### src/rtl/decode_stage.sv
// RV32E single-entry decode stage: valid/ready fetch in, registered bundle out.
// Optional DECODE_ILLEGAL_TRAP_EN: transferring an ILLEGAL instruction also halts fetch.
module decode_stage (
  input  logic        clock,
  input  logic        nreset,
  input  logic        fetch_valid,
  output logic        fetch_ready,
  input  logic [31:0] fetch_instr,
  input  logic [31:0] fetch_pc,
  input  logic        flush,
  input  logic        resume,
  output logic [3:0]  read_loc_1,
  output logic [3:0]  read_loc_2,
  output logic        ex_valid,
  input  logic        ex_ready,
  output logic [3:0]  ex_op,
  output logic [2:0]  ex_funct3,
  output logic        ex_funct7b5,
  output logic [3:0]  ex_rd,
  output logic [3:0]  ex_rs1,
  output logic [3:0]  ex_rs2,
  output logic [31:0] ex_imm,
  output logic [31:0] ex_pc,
  output logic        halted
);

  typedef enum logic [3:0] {
    OPC_ILLEGAL = 4'd0,
    OPC_LUI     = 4'd1,
    OPC_AUIPC   = 4'd2,
    OPC_JAL     = 4'd3,
    OPC_JALR    = 4'd4,
    OPC_BRANCH  = 4'd5,
    OPC_LOAD    = 4'd6,
    OPC_STORE   = 4'd7,
    OPC_OP_IMM  = 4'd8,
    OPC_OP      = 4'd9,
    OPC_FENCE   = 4'd10,
    OPC_SYSTEM  = 4'd11
  } op_t;

  typedef enum logic {
    ST_RUN    = 1'b0,
    ST_HALTED = 1'b1
  } state_t;

  state_t r_state;
  state_t w_state_next;

  logic        r_valid;
  op_t         r_op;
  logic [2:0]  r_funct3;
  logic        r_funct7b5;
  logic [3:0]  r_rd;
  logic [3:0]  r_rs1;
  logic [3:0]  r_rs2;
  logic [31:0] r_imm;
  logic [31:0] r_pc;

  logic [6:0]  w_opcode;
  logic [31:0] w_imm_i;
  logic [31:0] w_imm_s;
  logic [31:0] w_imm_b;
  logic [31:0] w_imm_u;
  logic [31:0] w_imm_j;

  op_t         w_op_raw;
  op_t         w_op;
  logic [31:0] w_imm;
  logic        w_use_rd;
  logic        w_use_rs1;
  logic        w_use_rs2;
  logic        w_bad_reg;
  logic [3:0]  w_rd;
  logic [3:0]  w_rs1;
  logic [3:0]  w_rs2;

  logic        w_transfer;
  logic        w_halt_req;
  logic        w_trap;

  assign w_opcode = fetch_instr[6:0];

  assign w_imm_i = {{20{fetch_instr[31]}}, fetch_instr[31:20]};
  assign w_imm_s = {{20{fetch_instr[31]}}, fetch_instr[31:25], fetch_instr[11:7]};
  assign w_imm_b = {{19{fetch_instr[31]}}, fetch_instr[31], fetch_instr[7],
                    fetch_instr[30:25], fetch_instr[11:8], 1'b0};
  assign w_imm_u = {fetch_instr[31:12], 12'b0};
  assign w_imm_j = {{11{fetch_instr[31]}}, fetch_instr[31], fetch_instr[19:12],
                    fetch_instr[20], fetch_instr[30:21], 1'b0};

  // FENCE and SYSTEM are decoded as I-type so their funct12/fm fields reach the executor.
  always_comb begin
    w_op_raw  = OPC_ILLEGAL;
    w_imm     = '0;
    w_use_rd  = 1'b0;
    w_use_rs1 = 1'b0;
    w_use_rs2 = 1'b0;
    case (w_opcode)
      7'b0110111: begin w_op_raw = OPC_LUI;    w_imm = w_imm_u; w_use_rd = 1'b1; end
      7'b0010111: begin w_op_raw = OPC_AUIPC;  w_imm = w_imm_u; w_use_rd = 1'b1; end
      7'b1101111: begin w_op_raw = OPC_JAL;    w_imm = w_imm_j; w_use_rd = 1'b1; end
      7'b1100111: begin
        w_op_raw = OPC_JALR;   w_imm = w_imm_i; w_use_rd = 1'b1; w_use_rs1 = 1'b1;
      end
      7'b1100011: begin
        w_op_raw = OPC_BRANCH; w_imm = w_imm_b; w_use_rs1 = 1'b1; w_use_rs2 = 1'b1;
      end
      7'b0000011: begin
        w_op_raw = OPC_LOAD;   w_imm = w_imm_i; w_use_rd = 1'b1; w_use_rs1 = 1'b1;
      end
      7'b0100011: begin
        w_op_raw = OPC_STORE;  w_imm = w_imm_s; w_use_rs1 = 1'b1; w_use_rs2 = 1'b1;
      end
      7'b0010011: begin
        w_op_raw = OPC_OP_IMM; w_imm = w_imm_i; w_use_rd = 1'b1; w_use_rs1 = 1'b1;
      end
      7'b0110011: begin
        w_op_raw = OPC_OP; w_use_rd = 1'b1; w_use_rs1 = 1'b1; w_use_rs2 = 1'b1;
      end
      7'b0001111: begin
        w_op_raw = OPC_FENCE;  w_imm = w_imm_i; w_use_rd = 1'b1; w_use_rs1 = 1'b1;
      end
      7'b1110011: begin
        w_op_raw = OPC_SYSTEM; w_imm = w_imm_i; w_use_rd = 1'b1; w_use_rs1 = 1'b1;
      end
      default: begin
        w_op_raw = OPC_ILLEGAL;
      end
    endcase
  end

  // Bit 4 of any used register field names x16..x31, which RV32E lacks.
  assign w_bad_reg = (w_use_rd  && fetch_instr[11]) ||
                     (w_use_rs1 && fetch_instr[19]) ||
                     (w_use_rs2 && fetch_instr[24]);

  assign w_op  = w_bad_reg ? OPC_ILLEGAL : w_op_raw;
  assign w_rd  = (w_use_rd  && !w_bad_reg) ? fetch_instr[10:7]  : '0;
  assign w_rs1 = (w_use_rs1 && !w_bad_reg) ? fetch_instr[18:15] : '0;
  assign w_rs2 = (w_use_rs2 && !w_bad_reg) ? fetch_instr[23:20] : '0;

  assign fetch_ready = (r_state == ST_RUN) && !flush && (!r_valid || ex_ready);
  assign w_transfer  = fetch_valid && fetch_ready;

`ifdef DECODE_ILLEGAL_TRAP_EN
  assign w_trap = (w_op == OPC_ILLEGAL);
`else
  assign w_trap = 1'b0;
`endif

  assign w_halt_req = w_transfer &&
                      (((w_op == OPC_SYSTEM) && (fetch_instr[14:12] == 3'b000)) || w_trap);

  always_ff @(posedge clock or negedge nreset) begin
    if (!nreset) begin
      r_state <= ST_RUN;
    end else begin
      r_state <= w_state_next;
    end
  end

  always_comb begin
    w_state_next = r_state;
    case (r_state)
      ST_RUN: begin
        if (!flush && w_halt_req) w_state_next = ST_HALTED;
      end
      ST_HALTED: begin
        if (resume || flush) w_state_next = ST_RUN;
      end
      default: begin
        w_state_next = ST_RUN;
      end
    endcase
  end

  always_ff @(posedge clock or negedge nreset) begin
    if (!nreset) begin
      r_valid <= 1'b0;
    end else if (w_transfer) begin
      r_valid <= 1'b1;
    end else if (flush || ex_ready) begin
      r_valid <= 1'b0;
    end
  end

  always_ff @(posedge clock or negedge nreset) begin
    if (!nreset) begin
      r_op       <= OPC_ILLEGAL;
      r_funct3   <= '0;
      r_funct7b5 <= 1'b0;
      r_rd       <= '0;
      r_rs1      <= '0;
      r_rs2      <= '0;
      r_imm      <= '0;
      r_pc       <= '0;
    end else if (w_transfer) begin
      r_op       <= w_op;
      r_funct3   <= fetch_instr[14:12];
      r_funct7b5 <= fetch_instr[30];
      r_rd       <= w_rd;
      r_rs1      <= w_rs1;
      r_rs2      <= w_rs2;
      r_imm      <= w_imm;
      r_pc       <= fetch_pc;
    end
  end

  assign ex_valid    = r_valid;
  assign ex_op       = r_op;
  assign ex_funct3   = r_funct3;
  assign ex_funct7b5 = r_funct7b5;
  assign ex_rd       = r_rd;
  assign ex_rs1      = r_rs1;
  assign ex_rs2      = r_rs2;
  assign ex_imm      = r_imm;
  assign ex_pc       = r_pc;
  assign read_loc_1  = r_rs1;
  assign read_loc_2  = r_rs2;
  assign halted      = (r_state == ST_HALTED);

endmodule

### config.mk
export PLATFORM = sky130hd
export DESIGN_NAME = decode_stage
export DESIGN_NICKNAME = d
export VERILOG_FILES = /design/src/rtl/decode_stage.sv
export SDC_FILE = /design/constraint.sdc
export NUM_CORES = 1
export LEC_CHECK = 0
export ABC_AREA = 1
export BUFFER_PORTS_ARGS = -buffer_cell sky130_fd_sc_hd__clkbuf_2
export CAP_MARGIN = 20
export CORE_UTILIZATION = 35
export CTS_CLUSTER_DIAMETER = 50
export DETAILED_ROUTE_END_ITERATION = 7
export SLEW_MARGIN = 15
export SYNTH_ARGS = -nofsm -noshare
export SYNTH_HDL_FRONTEND = slang
export SYNTH_SLANG_ARGS = --single-unit
### constraint.sdc
create_clock -name clock -period 1.9 [get_ports clock]
set_input_delay 0.095 -clock clock [delete_from_list [all_inputs] [get_ports clock]]
set_output_delay 0.095 -clock clock [all_outputs]
set_load 0.02 [all_outputs]
Word-level counts from Yosys, hierarchy flattened
Cells that the tools add are included.
{"block": "word_totals", "regBits": 86, "input_bits": 70, "out_inout_bits": 95, "word_cells": 64}
{"block": "classes", "n_eq_ne": 12, "n_mux": 14, "bitwise_logic": 1, "n_reduce_logical": 27}
{"operator": "$pmux 32 s5", "n": 1}
{"operator": "$pmux 4 s11", "n": 1}
{"operator": "$eq 7x7->1 const B", "n": 4}
{"operator": "$eq 7x6->1 const B", "n": 3}
{"operator": "$mux 4", "n": 4}
{"operator": "$eq 7x5->1 const B", "n": 2}
{"operator": "$logic_and 1x1->1", "n": 12}
{"operator": "$reduce_or 9->1", "n": 1}
{"operator": "$reduce_or 8->1", "n": 1}
{"operator": "$eq 7x2->1 const B", "n": 1}
{"operator": "$eq 7x4->1 const B", "n": 1}
{"operator": "$mux 1", "n": 7}
{"operator": "$logic_or 1x1->1", "n": 5}
{"operator": "$reduce_or 5->1", "n": 1}
{"operator": "$eq 4x4->1 const B", "n": 1}
{"operator": "$logic_not 1->1", "n": 3}
{"operator": "$logic_not 3->1", "n": 1}
{"operator": "$reduce_or 3->1", "n": 1}
{"operator": "$pmux 1 s2", "n": 1}
{"operator": "$reduce_bool 2->1", "n": 1}
{"operator": "$reduce_or 2->1", "n": 1}
{"operator": "$not 1->1", "n": 1}

Logic depth before layout (Yosys ltp)
Gate-level depths: netlist (run 1).
{"block": "logic_depth", "ltp_word": 13, "depth_mapped": 14, "mapped_depth_nobuf": 13}

Worst setup path before layout (run 1)
Ideal clock, no wire load.
{"block": "synth_timing", "path_type": "register to register", "from": "register r_state (netlist: halted)", "to": "register r_imm[11] (netlist: ex_imm[11])", "setup_time_ns": 0.066, "arrival_ns": 1.564, "required_ns": 1.834, "slack_ns": 0.270, "stages_incl_launch_ff": 9, "n_path_buf": 1, "synth_period_minus_slack_ns": 1.630, "path_cell_list": "dfrtp_1 nor2_1 nand2_1 inv_1 nand2_1 inv_2 buf_1 nand2_1 nand2_1"}
{"block": "synth_via", "elab_chain_len": 4}
{"element": "from (decl)", "line": "47", "rtl": "state_t r_state;"}
{"element": "from (signal assigned)", "line": "159", "rtl": "r_state <= w_state_next;"}
{"element": "$not 1->1"}
{"element": "$logic_and 1x1->1 (2 in a row)", "line": "143", "rtl": "assign fetch_ready = (r_state == ST_RUN) && !flush && (!r_valid || ex_ready);"}
{"element": "named net fetch_ready", "line": "7", "rtl": "output logic fetch_ready,"}
{"element": "$logic_and 1x1->1", "line": "144", "rtl": "assign w_transfer = fetch_valid && fetch_ready;"}
{"element": "to (signal assigned)", "line": "205", "rtl": "r_imm <= w_imm;"}
{"element": "to (decl)", "line": "57", "rtl": "logic [31:0] r_imm;"}
The timed path passes the listed nets, and every way through them passes these cells.
A chain may end at the register's enable or synchronous reset.

Worst setup path after layout (run 1)
{"block": "layout_timing", "from": "input port flush", "to": "register r_pc[15] (netlist: ex_pc[15])"}
{"block": "layout_via", "elab_chain_len": 4}
{"element": "from (decl)", "line": "10", "rtl": "input logic flush,"}
{"element": "$logic_not 1->1", "line": "143"}
{"element": "$logic_and 1x1->1 (2 in a row)", "line": "143"}
{"element": "$logic_and 1x1->1", "line": "144"}
{"element": "to (signal assigned)", "line": "206", "rtl": "r_pc <= fetch_pc;"}
{"element": "to (decl)", "line": "58", "rtl": "logic [31:0] r_pc;"}
Every way passes these cells.

==> results.py, run 1 <==
metrics = {
    "synth": {
        "seq_area_frac_synth_pct": 54.41,
        "async_reset_ff_share_pct": 100.0,
        "synthCells": 497,
        "synth_edf_count": 0,
        "synthesis.area_sq_mm": 0.003955,
        "syn_avg_cell_area_sq_um": 7.958,
        "synthFlopType": "dfrtp_1",
        "synth_cell_types": 25,
        "yosys_warnings": 0,
        "syn-num-nets": 567,
        "synth-seq-cells": 86,
    },
    "setup_path": {
        "cp-start-kind": "primary input",
        "r2r-start": "halted",
        "critPathLaunch": "flush",
        "critPathCaptureType": "register",
        "critPathKind": "primary input to register",
        "r2r_end": "ex_pc[15]",
        "worstPathArrival_ns": 1.84,
        "ff2ff_setup_slack_ns": 0.33,
        "rr_worst_depth": 8,
        "crit_end": "ex_pc[15]",
        "path_max_fanout": 39,
        "worstPathRequired_ns": 2.17,
    },
    "sta": {
        "rsz0062_at_grt": "no",
        "max-slew-margin-rel_pct": 65.61,
        "slew_viol_final": 0,
        "fmax_mhz": 635.7,
        "clock_skew_ns": 0.006705,
        "setup_violations": 0,
        "setup_tns_ns": 0,
        "hold_viol": 0,
        "period_needed_ns": 1.573,
        "tightestPinTransition_ns": 0.5159,
        "post-route-period-util_pct": 82.79,
    },
    "floorplanning": {
        "die_x_um": 108.3,
        "die_area_sq_mm": 0.01173,
        "pin_count": 165,
        "rows": 38,
        "core_area_sq_mm": 0.01094,
        "initial_core_util_pct": 36.17,
        "die_h_um": 108.3,
    },
    "detailed_routing": {
        "routed_wl_mm": 10.87,
        "drt-vias-per-instance": 4.548,
        "drc": 0,
        "dr_wl_met2_mm": 4.985,
        "drt_iter0_markers": 182,
        "top_layer_used": "met4",
        "dr.pass1.iters": 4,
        "drt-met1-wl_mm": 5.110,
        "antenna_left": 0,
        "wl_per_cell_um": 12.97,
        "vias": 3811,
        "wl_met3_um": 550,
    },
    "placement": {
        "io_buffers": 164,
        "place_congestion": 0.8849,
        "hpwl_mm": 7.741,
    },
    "final_layout": {
        "final_util_pct": 51.32,
        "syn_to_final_growth_pct": 41.89,
        "fillers": 1074,
        "antenna_cells": 0,
        "drive_above_1_share_pct": 32.23,
        "nets": 763,
    },
    "cts": {
        "clk_pin_slew_worst_paths_ns": 0.06,
        "h-tree-depth": 3,
        "worstSkewPairLatency_ns": 0.33,
        "numCtsBuffers": 9,
        "cts_setup_buffers": 0,
        "cts.sinks": 86,
        "clock-root-buffer": "clkbuf_16",
        "cts_max_path_buffers": 2,
        "cts_tree": "yes",
    },
    "global_route": {
        "grt_antenna_before_repair": 0,
        "gr-usage-all-layers_pct": 18.96,
        "grt-ovfl-total": 0,
        "grt_start_max_net_pins": 89,
        "grt_pass1_vias": 3559,
        "grt_pass1_wl_mm": 17.16,
    },
    "run_status": {
        "status": "completed",
    },
    "flow_run": {
        "drv_cap": 0,
    },
    "power": {
        "power_density_mw_per_mm2": 844.4,
        "p_leak_nw": 3.246,
        "ir_worst_vdd_mv": 0.4427,
    },
    "worst_hold_path": {
        "hold_path.class": "primary input to register",
    },
}
-- Yosys cell counts (5+ instances only) --
master | count | share of area, %
buf_4 | 8 | 1.5
clkbuf_1 | 10 | 0.95
dfrtp_1 | 86 | 54
inv_1 | 24 | 2.3
inv_2 | 5 | 0.47
nand2_1 | 270 | 26
nand2_2 | 11 | 1.7
nand3_1 | 5 | 0.63
nor2_1 | 16 | 1.5
o21ai_0 | 16 | 2.0
o21ai_1 | 9 | 1.1
o21ai_2 | 10 | 2.2
-- layout make-up --
class,count,area [sq um],share of cell area [%]
flip-flops and latches,86,2152,38.35
multi-input cells,356,1551,27.65
repair buffers,211,1314,23.41
clock buffers,11,252.7,4.504
well taps,140,175.2,3.122
inverters,29,108.9,1.940
clock inverters,5,57.56,1.026
-- metrics by stage --
stage | hold slack [ns] | setup WS, ns | area [sq um] | total power [mW] | cells
floorplan | -0.2006 | 0.2703 | 3955 | 2.551 | 497
global placement | 0.09085 | 0.2256 | 4901 | 2.910 | 782
detailed placement | 0.09543 | 0.2274 | 4901 | 2.922 | 782
CTS | 0.0004058 | 0.3013 | 5612 | 4.800 | 838
global route | 0.01796 | 0.09542 | 5612 | 4.967 | 838
finish | 0.006435 | 0.3270 | 5612 | 4.739 | 838
-- how the worst min path moves through the flow --
stage | from | to | slack, ns | cells past startpoint
2_1_floorplan | nreset | ex_funct3[0] | -0.20 | 0
3_5_place_dp | nreset | ex_pc[20] | 0.1 | 1
4_1_cts | fetch_instr[30] | ex_funct7b5 | 0.0004 | 3
6_report | fetch_instr[30] | ex_funct7b5 | 0.006 | 3
5_1_grt | fetch_instr[30] | ex_funct7b5 | 0.02 | 3
3_3_place_gp | nreset | ex_pc[27] | 0.09 | 1
-- cells in the final DEF (no fill, tap or decap), types with 4 or more instances in the layout --
cell / count
buf_4: 5
clkbuf_2: 163
nor2_4: 4
o21ai_1: 9
dfrtp_1: 86
nand2_1: 269
nor2_1: 16
clkbuf_16: 9
nand3_1: 5
nand2_2: 12
inv_1: 24
o21ai_2: 10
o21ai_0: 16
dlygate4sd3_1: 40
inv_2: 5
nor2_2: 4
-- sequential cells by signal (all words and copies together), names as in the netlist --
signal,cells
ex_funct7b5,1
ex_valid,1
ex_pc,32
ex_op,4
ex_rs1,4
halted,1
ex_rd,4
ex_rs2,4
ex_funct3,3
ex_imm,32
-- where the power goes --
group	internal (mW)	total (mW)	switching, mW
logic	0.320	0.873	0.553
registers	1.99	2.08	0.0904
clock network	1.09	1.79	0.701
total	3.39	4.74	1.34
-- worst max-delay path: stages --
cell and delay (ns):
dlygate4sd3_1 0.53, clkbuf_2 0.13, nor2_1 0.13, nand2_1 0.07
inv_1 0.08, nand2_2 0.08, inv_2 0.16, buf_4 0.39
nand2_1 0.10, nand2_1 0.08
-- what timing repair did --
item	CTS	global route
hold endpoints to repair	75	0
hold buffers	40	0
resized for setup	0	0
endpoints found under the setup margin	0	0
-- cell families after synthesis --
logic type / Yosys count / synth area share, %
compound gates: 39 / 6.295
buf+inv: 55 / 6.422
flops: 86 / 54.41
simple gates: 317 / 32.87
-- routing by layer --
metal | vias to the layer above | track usage (%)
met1 | 1772 | 25.95
met4 | 0 | 8.108
met3 | 17 | 2.532
met5 | - | 0
li1 | 1907 | -
met2 | 115 | 30.16
Note: power is estimated with default switching activity, not from simulation.
==> run 2, diff against run 1 <==
==> constraint.sdc (replaced) <==
create_clock -name clock -period 1.4 [get_ports clock]
set_input_delay 0.07 -clock clock [delete_from_list [all_inputs] [get_ports clock]]
set_output_delay 0.07 -clock clock [all_outputs]
set_load 0.02 [all_outputs]
==> results.py, run 2 (synthesized netlist as in run 1, its figures left out) <==
metrics = {
    "run_status": {
        "status": "completed",
    },
    "final_layout": {
        "antenna_cells": 0,
        "syn_to_final_growth_pct": 47.86,
        "final_cell_mix": "nand2_1, clkbuf_2, dfrtp_1",
        "drive_above_1_share_pct": 34.71,
        "nets": 794,
        "fin_area_sq_mm": 0.005848,
        "final_common_cell": "nand2_1",
    },
    "detailed_routing": {
        "routed_wl_mm": 11.21,
        "dr.pass1.iters": 4,
        "vias": 3899,
        "drc": 0,
        "wl_per_cell_um": 12.95,
        "antenna_left": 0,
        "drt_iter0_markers": 190,
        "drt-vias-per-instance": 4.502,
    },
    "sta": {
        "setup_violations": 0,
        "post-route-period-util_pct": 96.02,
        "max-slew-margin-rel_pct": 75.68,
        "hold_ws_ns": 0.0006234,
        "fmax_mhz": 743.9,
        "slew_viol_final": 0,
        "hold_viol": 0,
        "setup_tns_ns": 0,
        "tightestPinTransition_ns": 0.3649,
        "clock_skew_ns": 0.005205,
        "rsz0062_at_grt": "yes",
        "period_needed_ns": 1.344,
    },
    "setup_path": {
        "ff2ff_setup_slack_ns": 0.06,
        "cp-start-kind": "register",
        "path_max_fanout": 5,
        "crit_family": "simple AND/OR/NAND/NOR gates",
        "path_buf_inv": 2,
        "path_cells": "nor2_4 -> nand2_2 -> inv_2 -> nand2_4 -> inv_6 -> nand4_4 -> nor2_4 -> nand2_1 -> nand2_1",
        "critPathSlowestCell": "dfrtp_2",
        "worstPathArrival_ns": 1.62,
        "critPathCaptureType": "register",
        "critPathKind": "register to register",
        "max_stage_delay_ns": 0.42,
        "worstPathRequired_ns": 1.67,
    },
    "global_route": {
        "grt_pass1_vias": 3876,
        "grt_start_max_net_pins": 37,
        "gr-usage-all-layers_pct": 19.79,
        "grt_pass1_wl_mm": 17.93,
        "grt_antenna_before_repair": 0,
        "grt-ovfl-total": 0,
    },
    "cts": {
        "cts_tree": "yes",
        "clk_pin_slew_worst_paths_ns": 0.06,
        "numCtsBuffers": 9,
        "worstSkewPairLatency_ns": 0.33,
        "cts.sinks": 86,
        "clock-root-buffer": "clkbuf_16",
        "cts_max_path_buffers": 2,
        "h-tree-depth": 3,
    },
    "placement": {
        "place_congestion": 0.9377,
        "dpl_cell_area_sq_mm": 0.005077,
        "io_buffers": 164,
        "hpwl_mm": 8.066,
    },
    "floorplanning": {
        "die_area_sq_mm": 0.01173,
        "die_x_um": 108.3,
        "core_area_sq_mm": 0.01094,
        "initial_core_util_pct": 36.17,
        "rows": 38,
        "die_h_um": 108.3,
        "pin_count": 165,
    },
    "flow_run": {
        "drv_cap": 0,
    },
    "power": {
        "p_leak_nw": 3.389,
        "ir_worst_vdd_mv": 0.5122,
        "power_density_mw_per_mm2": 1049,
        "power_mw": 6.133,
    },
    "worst_hold_path": {
        "hold_path.class": "primary input to register",
    },
}
run 2: cell types whose count changed in the layout (fill, tap and decap cells not counted), moves of 3 or more:
cell / change
buf_4: +23
clkinvlp_4: -3
dlygate4sd3_1: +5
o21ai_0: -3
o21ai_1: +3
run 2: timing repair:
| item | CTS | global route |
|---|---|---|
| hold buffers | 45 | 0 |
| resized for setup | 11 | 2 |
| setup endpoints to repair | 30 | 46 |
| endpoints found under the hold margin | 69 | 0 |
| pin swaps | 6 | 3 |
| cloned | 1 | 0 |
| buffers inserted | 3 | 2 |
run 2: worst paths after layout:
path	startpoint	endpoint	cells after the start
worst max-delay path	halted	ex_rs2[3]	9
worst min-delay path	fetch_instr[14]	ex_funct3[2]	3
worst max register to register	halted	ex_rs2[3]	9
worst min register to register	ex_pc[19]	ex_pc[19]	2
max in group asynchronous	nreset	ex_pc[18]	3
min in group asynchronous	nreset	ex_rs1[2]	2
run 2: routing by layer:
layer  vias to the layer above  global-route usage, %  share of wire, %
li1                       1962                      -                 -
met1                      1812                  25.83                45
met2                       116                  32.98                48
met3                         9                  4.702               5.7
met4                         0                  5.019               1.1
met5                         -                      0                 0
run 2: worst min-delay path, cell delays in order:
cell and delay [ns]:
clkbuf_2 0.11, nand2_1 0.06, nand2_1 0.05
run 2: where the power goes:
| part | switching (mW) | internal [mW] | total (mW) |
|---|---|---|---|
| registers | 0.124 | 2.70 | 2.82 |
| clock network | 0.888 | 1.16 | 2.05 |
| logic | 0.770 | 0.492 | 1.26 |
run 2: layout make-up:
type,instances,area (sq um)
clock buffers,10,229.0
clock inverters,3,15.01
fillers,1053,5087
inverters,29,113.9
multi-input cells,356,1574
flip-flops and latches,86,2153
well taps,140,175.2
repair buffers,242,1588
run 2: per-stage QoR:
step	utilization, %	std cells	setup WS, ns
finish	53.48	866	0.05575
global route	53.48	866	-0.06118
CTS	53.47	866	0.0006548
detailed placement	46.43	804	-0.1121
global placement	46.43	804	-0.07509
floorplan	-	497	0.0006143
